[config.mk]
export PLATFORM = sky130hd
export DESIGN_NAME = res_port_arb
export DESIGN_NICKNAME = d
export VERILOG_FILES = /design/src/rtl/res_port_arb.sv
export SDC_FILE = /design/constraint.sdc
export NUM_CORES = 1
export LEC_CHECK = 0
export CORE_UTILIZATION = 31
export DETAILED_ROUTE_END_ITERATION = 8
export GPL_TIMING_DRIVEN = 0
export PLACE_DENSITY_LB_ADDON = 0.05
export SLEW_MARGIN = 20
export SYNTH_ARGS = -nofsm -noshare
export SYNTH_HDL_FRONTEND = slang
export SYNTH_SLANG_ARGS = --single-unit
[constraint.sdc]
create_clock -name clk -period 1.9 [get_ports clk]
set_input_delay 0.285 -clock clk [delete_from_list [all_inputs] [get_ports clk]]
set_output_delay 0.285 -clock clk [all_outputs]
set_load 0.05 [all_outputs]
[src/rtl/res_port_arb.sv]
// res_port_arb: two-requester arbiter for a single res memory port.
// Ports: clk/reset (async active-low); req_x, lock_x, rd_x, wr_x, addr_x, wdata_x per requester;
// gnt_x, rvalid_x, rdata back to requesters; res_rd/res_wr/res_addr/res_do/res_di to memory; busy.
// Define RES_ARB_RR_EN for round-robin tie-breaking; otherwise A wins every tie.
module res_port_arb #(
  parameter int MAX_HOLD = 64
) (
  input  logic        clk,
  input  logic        reset,
  input  logic        req_a,
  input  logic        req_b,
  input  logic        lock_a,
  input  logic        lock_b,
  input  logic        rd_a,
  input  logic        wr_a,
  input  logic        rd_b,
  input  logic        wr_b,
  input  logic [13:0] addr_a,
  input  logic [13:0] addr_b,
  input  logic [7:0]  wdata_a,
  input  logic [7:0]  wdata_b,
  output logic        gnt_a,
  output logic        gnt_b,
  output logic        rvalid_a,
  output logic        rvalid_b,
  output logic [7:0]  rdata,
  output logic        res_rd,
  output logic        res_wr,
  output logic [13:0] res_addr,
  output logic [7:0]  res_do,
  input  logic [7:0]  res_di,
  output logic        busy
);
  typedef enum logic [1:0] {IDLE, OWN_A, OWN_B} state_e;
  localparam logic [7:0] HOLD_MAX = 8'(MAX_HOLD);
  state_e state_q, state_d;
  logic [7:0] hold_q, hold_d;
  logic rdy_q, rvalid_a_q, rvalid_b_q, tie_b, own_a, own_b, rd, wr;
`ifdef RES_ARB_RR_EN
  // rr_q high means B won the last grant race least recently, so B takes the next tie
  logic rr_q, rr_d;
  assign rr_d = state_d == OWN_A ? 1'b1 : state_d == OWN_B ? 1'b0 : rr_q;
  always_ff @(posedge clk or negedge reset)
    if (!reset) rr_q <= 1'b0;
    else rr_q <= rr_d;
  assign tie_b = rr_q;
`else
  assign tie_b = 1'b0;
`endif
  always_ff @(posedge clk or negedge reset)
    if (!reset) begin
      state_q    <= IDLE;
      hold_q     <= '0;
      rdy_q      <= 1'b0;
      rvalid_a_q <= 1'b0;
      rvalid_b_q <= 1'b0;
    end else begin
      state_q    <= state_d;
      hold_q     <= hold_d;
      rdy_q      <= 1'b1;
      rvalid_a_q <= res_rd & own_a;
      rvalid_b_q <= res_rd & own_b;
    end
  // rdy_q keeps the FSM in IDLE for the first edge after reset release
  always_comb begin
    state_d = state_q;
    case (state_q)
      IDLE:  if (rdy_q) state_d = (req_a && req_b) ? (tie_b ? OWN_B : OWN_A) :
                                  req_a ? OWN_A : req_b ? OWN_B : IDLE;
      OWN_A: state_d = req_a ? ((hold_q == HOLD_MAX && req_b && !lock_a) ? OWN_B : OWN_A) :
                       req_b ? OWN_B : IDLE;
      OWN_B: state_d = req_b ? ((hold_q == HOLD_MAX && req_a && !lock_b) ? OWN_A : OWN_B) :
                       req_a ? OWN_A : IDLE;
      default: state_d = IDLE;
    endcase
    hold_d = (state_d != state_q) ? 8'd0 :
             (state_q != IDLE && hold_q != HOLD_MAX) ? hold_q + 8'd1 : hold_q;
  end
  assign own_a    = state_q == OWN_A;
  assign own_b    = state_q == OWN_B;
  assign rd       = (own_a & rd_a) | (own_b & rd_b);
  assign wr       = (own_a & wr_a) | (own_b & wr_b);
  assign res_rd   = rd & ~wr;
  assign res_wr   = wr;
  assign res_addr = own_a ? addr_a : own_b ? addr_b : 14'd0;
  assign res_do   = own_a ? wdata_a : own_b ? wdata_b : 8'd0;
  assign gnt_a    = own_a;
  assign gnt_b    = own_b;
  assign rvalid_a = rvalid_a_q;
  assign rvalid_b = rvalid_b_q;
  assign rdata    = res_di;
  assign busy     = state_q != IDLE;
endmodule

# Yosys cells after proc, flatten, opt, wreduce, memory -nomap -nowiden
# Index checks and enable logic that the tools add are counted.
# word_totals
regBits,13
# op_classes
add_sub_neg,1
eq_ne,5
n_mux,16
bitwise_logic,10
n_reduce_logical,11
# op_table
operator,n
$mux W8,4
$mux W14,2
$mux W2,8
$add A8 B1 Y8 const B,1
$eq A8 B7 Y1 const B,1
$ne A8 B7 Y1 const B,1
$and A1 B1 Y1,7
$logic_and A1 B1 Y1,6
$pmux W2 S3,1
$reduce_bool A2 Y1,2
$eq A2 B1 Y1 const B,1
$eq A2 B2 Y1 const B,1
$logic_not A1 Y1,2
$logic_not A2 Y1,1
$ne A2 B2 Y1,1
$or A1 B1 Y1,2
$mux W1,1
$not A1 Y1,1

# Depth between registers and ports, before layout
# depth
word_depth,8
ltp_mapped,6
ltp_nobuf,6

# Least setup slack after synthesis
# Ideal clock, no wire load.
# synth_path
path_kind,flip-flop to output port
startpoint,register state_q[1]
endpoint,output port res_rd
arrival_time_ps,1798
t_required_ps,1615
slack_ps,-183
path_stages_with_launch,7
n_path_buf,2
path_cell_list,dfrtp_1 -> buf_6 -> nor2b_1 -> buf_6 -> a22o_1 -> or2_1 -> inv_1
# synth_between
elab_chain_len,5
word_cells_on_any_way,10
# synth_lines
item,line_no,rtl
from (decl),36,"state_e state_q, state_d;"
from (signal assigned),58,state_q <= state_d;
$eq A2 B1 Y1 / $eq A2 B2 Y1 (equally long branches),"79, 80",
$and A1 B1 Y1,82,assign wr = (own_a & wr_a) | (own_b & wr_b);
$or A1 B1 Y1 *,82,
via res_wr,28,"output logic res_wr,"
$not A1 Y1 *,83,assign res_rd = rd & ~wr;
$and A1 B1 Y1 *,83,
to (decl),27,"output logic res_rd,"
# The timed path passes the listed nets; every way through them passes the cells marked *.

# Worst setup path in the final report
# layout_path
startpoint,register state_q[1]
endpoint,output port res_rd
# layout_between
elab_chain_len,5
word_cells_on_any_way,10
# layout_lines
item,line_no
$eq A2 B1 Y1 / $eq A2 B2 Y1 (equally long branches),"79, 80"
$and A1 B1 Y1,82
$or A1 B1 Y1,82
$not A1 Y1,83
$and A1 B1 Y1 *,83
# Every way passes the cells marked *; elsewhere a longest branch is shown, timed or not.

==> metrics list <==
- Post-layout net count: 282
- GRT Resource Usage Total: 0.179
- # IOs: 99
- Number of flops mapped to enable cells by yosys: 0
* Number of endpoints failing setup at the final stage: 1
- At the later pin of the worst-skew pair, clock insertion delay measures 0.27 ns.
- After detailed routing, the average wire length per cell comes to 13.7 µm.
- For flop-to-flop paths, the worst setup slack is 0.12 ns.
- RSZ-0062 raised after global routing: true
- Buffers inserted during clock tree synthesis total 3.
- Relative to the synthesized area, the layout overhead comes to 94.6%.
- The number of hold-slack violations in the final timing report was 0.
* Number of buffers between clock root and the deepest sink: 2
- Final critical-path required period: 1.99 ns
- For this run, the top clock speed supported by timing is 502 MHz.
* Clock slew at reported path FFs: 0.08 ns
- Reg-to-reg endpoint: state_q[0]$_DFF_PN0_
- Antenna-violating nets left: 0
* Worst hold path class: in2async
- Routed via count: 1284
- Once layout is done, the placed cells without fillers occupy 2150 µm².
- Counting distinct cell types in the post-synthesis netlist gives 39.
- The number of antenna violations at the first check in global routing was 0.
- The count of buffers added on input and output ports is 90.
* Violations in the final reports: negative setup slack
- CTS H-tree lvls: 1
* Instance area after placement: 2080 µm²
- The die is 61.7 µm tall.
- Last weighted congestion value of the routability-driven placer: 0.869
- The via count of the first global-routing pass was 1124.
- Share of the cycle needed by the critical path after routing: 1.05
- The core region is 3390 µm².
- Across the run, the number of max-cap violations was 0.
- Gate Count Post-Synth: 117
- Largest net degree at the start of global routing: 14
- After synthesis the netlist holds a flip-flop and latch count of 13.
- STA classifies the critical path startpoint as a flip-flop.
* CP Capture Type: output pin
- Average size of a mapped cell: 9.45 µm²
* Post-CTS Hold Fix Bufs: 0
- Total half-perimeter wirelength after legalization and detailed placement: 2.92 mm
* Static leakage: 0.942 nW
- Antenna cell count: 0
* Layout cell share with drive strength beyond 1: 0.350
- Peak supply drop: 0.469 mV
* Proportion of synthesized flip-flops having asynchronous set or reset: 1.00
* Remaining global-route overflow: 0
- The floorplan step defined a die boundary enclosing 3810 µm².
- The Yosys step of the flow raised 0 warnings.
- Dividing the detail-routed via count by the number of cells gives 4.88.
- Synthesis produced a netlist with a net count of 181.
* Main synth FF type: sky130_fd_sc_hd__dfrtp_1
- Across the routed clock network, the largest skew measured is 0.00868 ns.
* Sequential fraction of the synthesis area: 0.294
- Startpoint of the lowest-slack register-to-register path: hold_q[0]$_DFFE_PN0P_
- The tree built by TritonCTS fans out to 13 sinks.
* Run status: finished with violations
- The first global-routing pass estimated 4.96 mm of wire.
- TritonCTS built the clock tree.
* Count of pins over their slew limit: 0
* Die outline width: 61.7 µm
* Worst slew slack as a fraction of its limit: 0.597
- OpenSTA, run right after detailed placement, puts the worst setup slack at -0.655 ns.
* Measured slew at the worst slew-check pin: 0.603 ns
- The critical path is of the reg2out type.
- Most frequent cells in the layout: sky130_fd_sc_hd__clkdlybuf4s50_1, sky130_fd_sc_hd__buf_4, sky130_fd_sc_hd__a22o_1
- In the post-route analysis, the smallest setup slack over all paths is -0.0924 ns.
- Final routed DRC violation total: 0
- Pwr per Cell Area: 731 nW/µm²
- In this run the cell area of the synthesized design comes to 1110 µm².
- Data on the critical path is required at its endpoint by 1.62 ns.
- Before antenna repair, the detailed router went through 4 iterations.
- Worst path arrival time: 1.71 ns
- The initial utilization of the core area, before any placement, comes to 0.326.
* CP Max Fanout: 5
- The number of cells on the worst reg-to-reg path is 6.
- Leaving out fill and tap cells, the most frequent cell in the layout is sky130_fd_sc_hd__clkdlybuf4s50_1.
- The floorplan has 21 rows.
- Root Driver: sky130_fd_sc_hd__clkbuf_4
- Total Routed Length: 3.61 mm
- Detailed router's first-iteration violation count: 29
## registers in the layout, indices dropped and copies added (netlist names)
| register | flops |
|---|---|
| rvalid_a | 1 |
| hold_q | 8 |
| rvalid_b | 1 |
| rdy_q | 1 |
| state_q | 2 |
## cell usage after synthesis, drive strengths merged, types with 2 or more instances
cell type  count  area share
buf           14       0.093
a22o          23        0.18
xnor2          6       0.048
nor2b          4       0.023
mux2i          2       0.018
nor2           3       0.012
nand2          2      0.0091
nand3          2      0.0091
dfrtp         13        0.29
nor3          15       0.087
ha             2       0.023
inv            8       0.027
clkbuf         2      0.0068
a21oi          3       0.014
## layer usage
layer	global-route usage	part of all wire	vias up	routed length, µm
li1	-	-	632	-
met1	0.202	0.39	599	1400
met2	0.338	0.55	51	2000
met3	0.0518	0.053	2	190
met4	0.0317	0.0055	0	20
met5	0	0	-	0
## cells by family (layout without fill, tap and decap cells)
group,Yosys count,in the layout,synth area share
other,1,1,0.00339
and+or+nand+nor,31,31,0.180
xor gates and xnor gates,7,7,0.0554
adders and majority gates,2,2,0.0226
AOI/OAI and AO/OA,37,37,0.300
muxes,2,2,0.0181
DFF,13,13,0.294
buffers and inverters,24,124,0.127
## metrics by stage
step / setup TNS [ns] / hold WS, ns / instances / total power, mW / utilization
2_1_floorplan: -0.0193 / -0.0106 / 117 / 1.01 / -
3_3_place_gp: -12.48 / 0.542 / 253 / 1.36 / 0.614
3_5_place_dp: -13.46 / 0.567 / 253 / 1.37 / 0.614
4_1_cts: -0.818 / 0.393 / 261 / 1.58 / 0.629
5_1_grt: -0.679 / 0.432 / 263 / 1.67 / 0.635
6_report: -0.0924 / 0.383 / 263 / 1.57 / 0.635
## how the worst max path moves through the flow
stage,slack (ns),endpoint,from,cells after the start
2_1_floorplan,-0.02,res_rd,state_q[0]$_DFF_PN0_,6
3_3_place_gp,-0.61,res_rd,state_q[0]$_DFF_PN0_,7
3_5_place_dp,-0.65,res_rd,state_q[0]$_DFF_PN0_,7
4_1_cts,-0.14,res_rd,state_q[1]$_DFF_PN0_,7
5_1_grt,-0.15,res_rd,state_q[1]$_DFF_PN0_,6
6_report,-0.09,res_rd,state_q[1]$_DFF_PN0_,6
## cell type report
cell class                 count  area [µm²]
fill                         276        1240
timing repair buffer          99         930
multi-input combinational     80         678
sequential                    13         328
buffer                        13        98.8
tap                           46        57.6
inverter                       8        33.8
clock buffer                   4        26.3
## critical path: stages (launching register included)
cell and delay (ns):
sky130_fd_sc_hd__dfrtp_2 0.44, sky130_fd_sc_hd__nor2b_4 0.14, sky130_fd_sc_hd__buf_6 0.12, sky130_fd_sc_hd__a22o_4 0.25
sky130_fd_sc_hd__or2_4 0.26, sky130_fd_sc_hd__clkinvlp_4 0.08, sky130_fd_sc_hd__buf_8 0.14
## power breakdown
part | leakage, nW | total [mW] | internal (mW) | switching [mW]
Clock | 0.0150 | 0.168 | 0.0813 | 0.0867
Sequential | 0.173 | 0.356 | 0.307 | 0.0491
Combinational | 0.754 | 1.05 | 0.441 | 0.609
Total | 0.942 | 1.57 | 0.829 | 0.744
## what timing repair did
item                                    in CTS  in global routing
pin swaps                                    2                  4
cloned                                       1                  0
buffers inserted                             4                  4
endpoints found under the setup margin      27                 25
resized for setup                          174                  3
(Power assumes the default switching activity.)
